$ cat config.mk
export PLATFORM = sky130hd
export DESIGN_NAME = host_link_ctrl_flat
export DESIGN_NICKNAME = d
export VERILOG_FILES = /design/src/rtl/host_link_pkg.sv /design/src/rtl/host_link_if.sv /design/src/rtl/host_link_tx_slot.sv /design/src/rtl/host_link_ctrl.sv /design/src/flat_wrapper.sv
export SDC_FILE = /design/constraint.sdc
export NUM_CORES = 1
export LEC_CHECK = 0
export CAP_MARGIN = 5
export CORE_MARGIN = 2
export CORE_UTILIZATION = 44
export CTS_CLUSTER_DIAMETER = 200
export DETAILED_ROUTE_END_ITERATION = 12
export PLACE_DENSITY = 0.67
export REMOVE_ABC_BUFFERS = 1
export SYNTH_ARGS = -nofsm -noshare
export SYNTH_HDL_FRONTEND = slang
export SYNTH_SLANG_ARGS = --single-unit
$ cat constraint.sdc
create_clock -name clk -period 4.8 [get_ports clk]
set_input_delay 0.96 -clock clk [delete_from_list [all_inputs] [get_ports clk]]
set_output_delay 0.96 -clock clk [all_outputs]
set_load 0.02 [all_outputs]
$ cat src/rtl/host_link_pkg.sv
// Shared types and constants for the host link controller.
// The TX_CSUM state exists only when HOST_LINK_CSUM_EN is defined.
package host_link_pkg;

  localparam int BYTE_W = 8;
  localparam int WORD_W = 16;

  localparam logic [1:0] ST_IDLE = 2'b00;
  localparam logic [1:0] ST_LOAD = 2'b01;
  localparam logic [1:0] ST_RUN  = 2'b10;
  localparam logic [1:0] ST_READ = 2'b11;

  typedef enum logic [3:0] {
    S_IDLE,
    S_LEN_LO,
    S_DAT_HI,
    S_DAT_LO,
    S_RUN,
    S_RD_ADDR,
    S_RD_WAIT,
    S_TX_HI,
    S_TX_LO
`ifdef HOST_LINK_CSUM_EN
    , S_TX_CSUM
`endif
  } state_t;

  function automatic logic [1:0] status_of(state_t s);
    case (s)
      S_IDLE:                       return ST_IDLE;
      S_LEN_LO, S_DAT_HI, S_DAT_LO: return ST_LOAD;
      S_RUN:                        return ST_RUN;
      default:                      return ST_READ;
    endcase
  endfunction

endpackage

$ cat src/rtl/host_link_if.sv
// Host link bus: UART byte ports, data-memory port and core status/handshake.
// master = controller side, slave = environment (UART, memory, cores).
interface host_link_if;
  import host_link_pkg::*;

  logic [BYTE_W-1:0] rx_data;
  logic              rx_valid;
  logic [BYTE_W-1:0] tx_data;
  logic              tx_valid;
  logic              tx_ready;
  logic [1:0]        status;
  logic [WORD_W-1:0] com_data_in;
  logic [WORD_W-1:0] com_addr;
  logic              com_wr_en;
  logic [WORD_W-1:0] com_data_out;
  logic              end_process;
  logic              busy;
  logic              rx_overrun;

  modport master (
    input  rx_data, rx_valid, tx_ready, com_data_out, end_process,
    output tx_data, tx_valid, status, com_data_in, com_addr, com_wr_en, busy, rx_overrun
  );

  modport slave (
    output rx_data, rx_valid, tx_ready, com_data_out, end_process,
    input  tx_data, tx_valid, status, com_data_in, com_addr, com_wr_en, busy, rx_overrun
  );

endinterface

$ cat src/rtl/host_link_tx_slot.sv
// Single-entry valid/ready output register for the UART transmit byte.
// A load in the same cycle as an accept replaces the byte without a bubble.
module host_link_tx_slot
  import host_link_pkg::*;
(
  input  logic              clk,
  input  logic              rst_n,
  input  logic              load,
  input  logic [BYTE_W-1:0] load_data,
  input  logic              tx_ready,
  output logic [BYTE_W-1:0] tx_data,
  output logic              tx_valid
);

  // NOTE: registers use <= so every flop samples pre-edge values; = would make results depend on block order.
  always_ff @(posedge clk or negedge rst_n) begin
    if (!rst_n) begin
      tx_valid <= 1'b0;
      tx_data  <= '0;
    end else if (load) begin
      tx_valid <= 1'b1;
      tx_data  <= load_data;
    end else if (tx_valid && tx_ready) begin
      tx_valid <= 1'b0;
    end
  end

endmodule

$ cat src/rtl/host_link_ctrl.sv
// Host link controller: UART frame -> data-memory load, run the cores, read back and transmit.
// Define HOST_LINK_CSUM_EN to append an 8-bit modular frame checksum byte to the readback stream.
module host_link_ctrl
  import host_link_pkg::*;
#(
  parameter int ADDR_W    = 8,
  parameter int READ_LAT  = 1,
  parameter int RUN_GUARD = 2
) (
  input logic        clk,
  input logic        rst_n,
  host_link_if.master bus
);

  localparam int CNT_W = 8;
  localparam logic [CNT_W-1:0] GUARD_N  = CNT_W'(RUN_GUARD);
  localparam logic [CNT_W-1:0] LAT_LAST = CNT_W'(READ_LAT - 1);

  state_t            state, state_nx;
  logic [WORD_W-1:0] len;
  logic [WORD_W-1:0] wcnt;
  logic [BYTE_W-1:0] data_hi;
  logic [BYTE_W-1:0] rd_lo;
  logic [CNT_W-1:0]  tick;
  logic              slot_load;
  logic [BYTE_W-1:0] slot_data;
  logic              tx_fire;
  logic              last_word;
  logic              rx_take;
`ifdef HOST_LINK_CSUM_EN
  logic [BYTE_W-1:0] csum;
`endif

  function automatic logic [WORD_W-1:0] addr_of(logic [WORD_W-1:0] w);
    return WORD_W'(w[ADDR_W-1:0]);
  endfunction

  assign tx_fire   = bus.tx_valid && bus.tx_ready;
  assign last_word = (wcnt == len - 1'b1);
  assign rx_take   = (state == S_IDLE) || (state == S_LEN_LO) ||
                     (state == S_DAT_HI) || (state == S_DAT_LO);

  // The final write strobe still belongs to LOAD even though the FSM already sits in RUN.
  assign bus.status = (state == S_RUN && bus.com_wr_en) ? ST_LOAD : status_of(state);
  assign bus.busy   = (state != S_IDLE);

  always_ff @(posedge clk or negedge rst_n) begin
    if (!rst_n) state <= S_IDLE;
    else        state <= state_nx;
  end

  always_comb begin
    // NOTE: defaults first so every path assigns every output; a missing assignment infers a latch.
    state_nx  = state;
    slot_load = 1'b0;
    slot_data = '0;
    case (state)
      S_IDLE:   if (bus.rx_valid) state_nx = S_LEN_LO;
      S_LEN_LO: if (bus.rx_valid)
                  state_nx = ({len[WORD_W-1:BYTE_W], bus.rx_data} == '0) ? S_RUN : S_DAT_HI;
      S_DAT_HI: if (bus.rx_valid) state_nx = S_DAT_LO;
      S_DAT_LO: if (bus.rx_valid) state_nx = last_word ? S_RUN : S_DAT_HI;
      S_RUN: begin
        if (!bus.com_wr_en && tick == GUARD_N && bus.end_process) begin
          if (len == '0) begin
`ifdef HOST_LINK_CSUM_EN
            state_nx  = S_TX_CSUM;
            slot_load = 1'b1;
            slot_data = csum;
`else
            state_nx  = S_IDLE;
`endif
          end else begin
            state_nx = S_RD_ADDR;
          end
        end
      end
      S_RD_ADDR: state_nx = S_RD_WAIT;
      S_RD_WAIT: if (tick == LAT_LAST) begin
        state_nx  = S_TX_HI;
        slot_load = 1'b1;
        slot_data = bus.com_data_out[WORD_W-1:BYTE_W];
      end
      S_TX_HI: if (tx_fire) begin
        state_nx  = S_TX_LO;
        slot_load = 1'b1;
        slot_data = rd_lo;
      end
      S_TX_LO: if (tx_fire) begin
        if (!last_word) begin
          state_nx = S_RD_ADDR;
        end else begin
`ifdef HOST_LINK_CSUM_EN
          state_nx  = S_TX_CSUM;
          slot_load = 1'b1;
          slot_data = csum;
`else
          state_nx  = S_IDLE;
`endif
        end
      end
`ifdef HOST_LINK_CSUM_EN
      S_TX_CSUM: if (tx_fire) state_nx = S_IDLE;
`endif
      default: state_nx = S_IDLE;
    endcase
  end

  always_ff @(posedge clk or negedge rst_n) begin
    if (!rst_n) begin
      len             <= '0;
      wcnt            <= '0;
      data_hi         <= '0;
      rd_lo           <= '0;
      tick            <= '0;
      bus.com_wr_en   <= 1'b0;
      bus.com_addr    <= '0;
      bus.com_data_in <= '0;
      bus.rx_overrun  <= 1'b0;
    end else begin
      bus.com_wr_en <= 1'b0;

      // Guard and read-latency counts restart on every state change.
      if (state_nx != state)
        tick <= '0;
      else if ((state == S_RUN && !bus.com_wr_en && tick != GUARD_N) || state == S_RD_WAIT)
        tick <= tick + 1'b1;

      case (state)
        S_IDLE: if (bus.rx_valid) begin
          len  <= {bus.rx_data, {BYTE_W{1'b0}}};
          wcnt <= '0;
        end
        S_LEN_LO: if (bus.rx_valid) len[BYTE_W-1:0] <= bus.rx_data;
        S_DAT_HI: if (bus.rx_valid) data_hi <= bus.rx_data;
        S_DAT_LO: if (bus.rx_valid) begin
          bus.com_wr_en   <= 1'b1;
          bus.com_data_in <= {data_hi, bus.rx_data};
          bus.com_addr    <= addr_of(wcnt);
          wcnt            <= wcnt + 1'b1;
        end
        S_RUN: if (state_nx == S_RD_ADDR) begin
          wcnt         <= '0;
          bus.com_addr <= '0;
        end
        S_RD_WAIT: if (state_nx == S_TX_HI) rd_lo <= bus.com_data_out[BYTE_W-1:0];
        S_TX_LO: if (state_nx == S_RD_ADDR) begin
          wcnt         <= wcnt + 1'b1;
          bus.com_addr <= addr_of(wcnt + 1'b1);
        end
        default: ;
      endcase

      if (bus.rx_valid && !rx_take) bus.rx_overrun <= 1'b1;
    end
  end

`ifdef HOST_LINK_CSUM_EN
  always_ff @(posedge clk or negedge rst_n) begin
    if (!rst_n)
      csum <= '0;
    else if (bus.rx_valid && state == S_IDLE)
      csum <= bus.rx_data;
    else if (bus.rx_valid && rx_take)
      csum <= csum + bus.rx_data;
  end
`endif

  host_link_tx_slot u_tx_slot (
    .clk       (clk),
    .rst_n     (rst_n),
    .load      (slot_load),
    .load_data (slot_data),
    .tx_ready  (bus.tx_ready),
    .tx_data   (bus.tx_data),
    .tx_valid  (bus.tx_valid)
  );

endmodule
$ cat src/flat_wrapper.sv
// flat-port wrapper written by rule: the top's interface ports become plain ports
module host_link_ctrl_flat import host_link_pkg::*;
#(
  parameter int ADDR_W    = 8,
  parameter int READ_LAT  = 1,
  parameter int RUN_GUARD = 2
)
  (clk, rst_n, bus_rx_data, bus_rx_valid, bus_tx_ready, bus_com_data_out, bus_end_process, bus_tx_data, bus_tx_valid, bus_status, bus_com_data_in, bus_com_addr, bus_com_wr_en, bus_busy, bus_rx_overrun);
  host_link_if bus_i ();
  input logic clk;
  input logic rst_n;
  input wire logic [$bits(bus_i.rx_data)-1:0] bus_rx_data;
  input wire logic [$bits(bus_i.rx_valid)-1:0] bus_rx_valid;
  input wire logic [$bits(bus_i.tx_ready)-1:0] bus_tx_ready;
  input wire logic [$bits(bus_i.com_data_out)-1:0] bus_com_data_out;
  input wire logic [$bits(bus_i.end_process)-1:0] bus_end_process;
  output wire logic [$bits(bus_i.tx_data)-1:0] bus_tx_data;
  output wire logic [$bits(bus_i.tx_valid)-1:0] bus_tx_valid;
  output wire logic [$bits(bus_i.status)-1:0] bus_status;
  output wire logic [$bits(bus_i.com_data_in)-1:0] bus_com_data_in;
  output wire logic [$bits(bus_i.com_addr)-1:0] bus_com_addr;
  output wire logic [$bits(bus_i.com_wr_en)-1:0] bus_com_wr_en;
  output wire logic [$bits(bus_i.busy)-1:0] bus_busy;
  output wire logic [$bits(bus_i.rx_overrun)-1:0] bus_rx_overrun;
  assign bus_i.rx_data = bus_rx_data;
  assign bus_i.rx_valid = bus_rx_valid;
  assign bus_i.tx_ready = bus_tx_ready;
  assign bus_i.com_data_out = bus_com_data_out;
  assign bus_i.end_process = bus_end_process;
  assign bus_tx_data = bus_i.tx_data;
  assign bus_tx_valid = bus_i.tx_valid;
  assign bus_status = bus_i.status;
  assign bus_com_data_in = bus_i.com_data_in;
  assign bus_com_addr = bus_i.com_addr;
  assign bus_com_wr_en = bus_i.com_wr_en;
  assign bus_busy = bus_i.busy;
  assign bus_rx_overrun = bus_i.rx_overrun;
  host_link_ctrl #(.ADDR_W(ADDR_W), .READ_LAT(READ_LAT), .RUN_GUARD(RUN_GUARD)) u_core (.clk(clk), .rst_n(rst_n), .bus(bus_i));
endmodule
# Word level (Yosys, flattened, before mapping)
# Cells that the tools add are included.
# W data, S select, Z words.
# op_classes
n_addsub	3
eq_ne	19
n_mux	38
n_reduce_logical	31
# op_table
operator	n
$mux W16	6
$pmux W16 S4	1
$mux W8	6
$pmux W16 S3	1
$pmux W4 S9	1
$logic_not A16 Y1	2
$mux W4	8
$pmux W8 S2	2
$eq A4 B3 Y1 const B	6
$add A16 B1 Y16 const B	1
$eq A16 B16 Y1	1
$sub A16 B1 Y16 const B	1
$mux W3	4
$add A8 B1 Y8 const B	1
$eq A4 B2 Y1 const B	2
$eq A8 B2 Y1 const B	1
$logic_not A8 Y1	1
$ne A2 B2 Y1 const B	4
$ne A8 B2 Y1 const B	1
$reduce_and A2 Y1	4
$reduce_bool A4 Y1	2
$logic_and A1 B1 Y1	7
$mux W1	6
$pmux W2 S3	1
other kinds (15)	21
# totals
ff_bits	103
in_bits	29
out_inout_bits	46
elab_cells	104

# Longest topological paths before layout
# logic_depth
depth_word	8
ltp_mapped	12
ltp_nobuf	10

# Modules after synthesis
# Synthesis repeated with hierarchy kept, for this count alone.
# unflattened
hier_cells	589
area_unflattened_um2	5500.3
# by_module_without_submodules
mod	n_inst	cells_each	area_per_inst_um2	seq_area_each_um2
host_link_ctrl	1	569	5131.2	2152.1
host_link_tx_slot	1	20	369.1	225.2

# Worst setup path after synthesis
# Ideal clock, no wire load.
# synth_timing
path_kind	reg-to-reg
from	register u_core.len[0]
to	register u_core.bus.com_addr[1]
setup_ns	0.125
arrival_ns	2.826
required_ns	4.675
slack_ns	1.850
stages_incl_launch_ff	12
n_path_buf	1
period_less_slack_ns	2.950
path_cell_list	dfrtp_1 > inv_1 > ha_1 > nor3b_1 > nand2_1 > or4b_2 > a21boi_0 > nand4_2 > nand2_2 > and3_2 > buf_2 > mux2_2
# synth_between
elab_chain_len	8
word_cells_on_any_way	14
cone_classes	add/sub (1); eq/ne (4); mux (7); reduce/logical (2)
# synth_rtl
item	line	rtl
start: declaration	host_link_ctrl.sv:20	logic [WORD_W-1:0] len;
start signal: assignment	host_link_ctrl.sv:131	len <= {bus.rx_data, {BYTE_W{1'b0}}};
start signal: indexed assignment	host_link_ctrl.sv:134	S_LEN_LO: if (bus.rx_valid) len[BYTE_W-1:0] <= bus.rx_data;
$sub A16 B1 Y16	host_link_ctrl.sv:39	assign last_word = (wcnt == len - 1'b1);
$eq A16 B16 Y1	host_link_ctrl.sv:39	
$mux W3 (on tied branches)	host_link_ctrl.sv:90, host_link_ctrl.sv:62	
$mux W4 (on tied branches)	host_link_ctrl.sv:89, host_link_ctrl.sv:62	
$pmux W4 S9 *	host_link_ctrl.sv:57	case (state)
$eq A4 B3 Y1 *	host_link_ctrl.sv:142, host_link_ctrl.sv:147	
$ne A2 B2 Y1 (no line) or $ne A2 B1 Y1 (tied branches)	--	
$reduce_and A4 Y1 (no line) *	--	
end signal: assignment	host_link_ctrl.sv:139	bus.com_addr <= addr_of(wcnt);
end signal: assignment	host_link_ctrl.sv:149	bus.com_addr <= addr_of(wcnt + 1'b1);
end: declaration	host_link_if.sv:22	output tx_data, tx_valid, status, com_data_in, com_addr, com_wr_en, busy, rx_overrun
# Every way passes the cells marked *; elsewhere a longest branch is shown, timed or not.
# A chain may end at the register's enable or synchronous reset.

# Final worst setup path
# layout_timing
from	register u_core.len[0]
to	register u_core.wcnt[14]
# layout_between
elab_chain_len	8
word_cells_on_any_way	14
cone_classes	add/sub (1); eq/ne (4); mux (7); reduce/logical (2)
# layout_rtl
item	line	rtl
$sub A16 B1 Y16	host_link_ctrl.sv:39	
$eq A16 B16 Y1	host_link_ctrl.sv:39	
$mux W3 (on tied branches)	host_link_ctrl.sv:90, host_link_ctrl.sv:62	
$mux W4 (on tied branches)	host_link_ctrl.sv:89, host_link_ctrl.sv:62	
$pmux W4 S9 *	host_link_ctrl.sv:57	
$eq A4 B3 Y1 *	host_link_ctrl.sv:142, host_link_ctrl.sv:147	
$ne A2 B2 Y1 (no line) or $ne A2 B1 Y1 (tied branches)	--	
$reduce_and A5 Y1 (no line) *	--	
end signal: assignment	host_link_ctrl.sv:140	wcnt <= wcnt + 1'b1;
end signal: assignment	host_link_ctrl.sv:148	wcnt <= wcnt + 1'b1;
end: declaration	host_link_ctrl.sv:21	logic [WORD_W-1:0] wcnt;
# Marks and branches as above.

==> metrics <==
post-synthesis compound-gate area fraction 0.137; adder-cell share of the synthesized area 0.0120; unrepaired setup endpoints after global routing no; Final TNS setup 0 ps; synth warn 0; fill count 1021; Core Box Area 11500 µm²; initial core utilization 0.454; hold depth 2; Die X-Extent 113 µm; Leak Pwr 2.69 nW; multiplexer area fraction after synthesis 0.0517; FF+latch count, synth 95; global-route wire length before repair 20600 µm; DR pass1 iterations 4; global route overflow 0; Post-Route WL 12200 µm; largest net degree at the start of global routing 62; Cells after Synth 575; largest family of logic cells by synthesized area simple AND/OR/NAND/NOR gates; worst relative slew slack 0.382; Die Height 113 µm; setup bufs post-CTS 0; H-tree levels 3; Rows 39; Max Slew Vio Count 0; FF-to-FF Start u_core.len[0]; hold_sp u_core.bus.com_data_in[3]; post-synthesis async set-or-reset flop share 1.00; slew at the pin closest to its max-slew limit 904 ps; post-route cell area 6230 µm²; critical path buffer and inverter count 1; vias in the first global route 4181; die area 12700 µm²; DP HPWL 8700 µm; worst r2r path cells 10; GRT Resource Usage Total 0.201; final hold vios 0; final setup vio count 0; type of origin of the critical path flip-flop; # IOs 75; hold_buf cts 0; Critical Path Fanout Max 18; max incr delay on CP 640 ps; Worst Hold End u_core.bus.com_data_in[3]; slowest CP cell or4b_2; Synth Area in Simple Gates 0.255; Max VDD drop 367 µV; Peak Freq 0.268 GHz; Starting DRT DRC Count 276; overall power 2.78 mW; Worst-path clk slew 70 ps; via/cell ratio 5.52; mapped cell area 5210 µm²; Num Clock Sinks 95; routed length per instance 15.7 µm; Top Family by Delay on Critical Path simple AND/OR/NAND/NOR gates; CTS buffer count 9; post-layout util 0.544; initial antenna violation count 0; period utilisation layout 0.779; reg2reg end u_core.wcnt[14]; layout cells sized above 1 0.101; Placed Instance Area 5900 µm²; Synth cell types 66; NumNets Final 661; worst hold margin 477 ps; crit path capture type flip-flop; CP required 5020 ps; Power Dens Cells 447 nW/µm²; critical setup path kind flip-flop to flip-flop; Most used DFF post-synth dfrtp_1; Buffers on Ports 66; clock skew 5.87 ps; Antenna diodes 0; CP Depth 10; number of synthesized flops with an enable pin 0; R2R setup slack 1060 ps; post-cts sizing count 0; sequential element share of the synthesized area 0.457; Avg Synthesized Cell Area 9.05 µm²; CTS tree yes; Worst Hold Class flip-flop to flip-flop; fin crit period 3740 ps; worst path arrival time 3960 ps; clk root buf clkbuf_16; post-route DRC violation count 0; RePlAce Congestion 0.881; CP Cell Sequence inv_1 -> ha_1 -> nor3b_1 -> nand2_1 -> or4b_2 -> a21boi_0 -> nand4_2 -> a21oi_2 -> or2_1 -> o31ai_1; post-route ant nets 0; Max clock buf depth 2; status finished clean; Max Cap Viol 0; Area Growth Syn to Fin 19.7%; Synth Area in XOR/XNOR 0.0433; Clock Latency Late Sink 350 ps; Via Count 4275
## worst reg2reg max path: stages (launching register included)
cell	delay, ps
dfrtp_1	450
inv_1	90
ha_1	310
nor3b_1	290
nand2_1	140
or4b_2	640
a21boi_0	240
nand4_2	160
a21oi_2	590
or2_1	550
o31ai_1	140
## how the worst max path moves through the flow
stage                       start              end  slack, ps
global route        u_core.len[0]  u_core.wcnt[14]        730
detailed placement  u_core.len[0]  u_core.wcnt[10]       1080
finish              u_core.len[0]  u_core.wcnt[14]       1060
CTS                 u_core.len[0]  u_core.wcnt[14]       1070
global placement    u_core.len[0]  u_core.wcnt[10]       1180
floorplan           u_core.len[0]  u_core.wcnt[10]       1700
## Yosys cell counts (2+ instances only)
library cell | n | area, µm²
ha_1 | 5 | 62.6
buf_6 | 2 | 22.5
nor4_4 | 2 | 42.5
xor2_1 | 13 | 114
buf_2 | 3 | 15.0
and3_1 | 8 | 50.1
buf_4 | 10 | 75.1
clkbuf_1 | 19 | 71.3
and2_1 | 3 | 18.8
nand4_1 | 5 | 31.3
nand3_1 | 18 | 90.1
a21boi_0 | 2 | 15.0
nor2_1 | 35 | 131
mux2_2 | 23 | 259
nor4_1 | 5 | 31.3
o21ai_1 | 4 | 20.0
o31ai_1 | 17 | 128
a31o_2 | 3 | 26.3
a211o_1 | 2 | 17.5
a211oi_1 | 4 | 30.0
dfrtp_1 | 95 | 2380
or2b_1 | 2 | 15.0
nor2b_1 | 10 | 62.6
or3_1 | 6 | 37.5
o31a_1 | 2 | 17.5
o21ai_0 | 38 | 190
nor3_1 | 11 | 55.1
a22oi_1 | 9 | 67.6
a21oi_1 | 9 | 45.0
nor3b_1 | 5 | 37.5
nand2_1 | 136 | 510
xnor2_1 | 10 | 87.6
nand3b_1 | 2 | 15.0
nand2b_1 | 11 | 68.8
or2_2 | 3 | 18.8
inv_1 | 9 | 33.8
a31oi_1 | 4 | 25.0
or3b_2 | 2 | 17.5
## final cells by class
type / instances / area [µm²] / share of cell area
multi-input combinational: 442 / 2630 / 0.422
inverter: 10 / 37.5 / 0.00602
timing repair buffer: 69 / 681 / 0.109
tap: 143 / 179 / 0.0287
clock buffer: 9 / 225 / 0.0361
clock inverter: 7 / 104 / 0.0167
sequential: 95 / 2380 / 0.381
## routing by layer
metal | up-vias | global-route usage | share of wire
met4 | 0 | 0.0650 | 0.011
li1 | 2087 | - | -
met3 | 10 | 0.0396 | 0.045
met1 | 2068 | 0.283 | 0.48
met2 | 110 | 0.313 | 0.46
met5 | - | 0 | 0
## power by group
| part | leakage (nW) | switching, mW | internal, mW |
|---|---|---|---|
| combinational | 1.32 | 0.476 | 0.406 |
| clock | 0.160 | 0.331 | 0.465 |
| sequential | 1.21 | 0.150 | 0.956 |
## cells by family after synthesis
logic type	Yosys count
AO/OA/AOI/OAI	106
buffers and inverters	45
flip-flops	95
multiplexers	24
AND/OR/NAND/NOR	275
XOR/XNOR	24
adder cells (fa/ha/maj)	5
other	1
## per-stage QoR
stage	worst slack [ps]	cells
floorplan	1700	547
CTS	1070	775
detailed placement	1080	759
global route	734	775
finish	1060	775
global placement	1180	759
## registers in the layout (all words and copies together), names as in the netlist
signal / flops
u_core.len: 16
u_core.u_tx_slot.tx_valid: 1
u_core.bus.com_wr_en: 1
u_core.wcnt: 16
u_core.tick: 8
u_core.state: 4
u_core.u_tx_slot.tx_data: 8
u_core.bus.rx_overrun: 1
u_core.bus.com_addr: 8
u_core.rd_lo: 8
u_core.bus.com_data_in: 16
u_core.data_hi: 8
## cells in the final DEF, fill, tap and decap left out, types with 3 or more instances in the layout
cell	instances
o31ai_1	17
mux2_2	23
clkbuf_16	9
nor4_1	5
dfrtp_1	95
a22oi_1	9
nor2b_1	10
xnor2_1	10
nor3b_1	5
a31oi_1	4
xor2_1	13
nand2_1	136
and3_1	8
a211oi_1	4
buf_4	4
a21oi_1	9
or3_1	6
inv_1	9
a31o_2	3
and2_1	3
ha_1	5
nor2_1	35
nand3_1	18
nand2b_1	11
or2_2	3
o21ai_1	4
nor3_1	11
conb_1	8
clkdlybuf4s50_1	65
o21ai_0	38
nand4_1	5
Power figures use the tool's default switching activity.
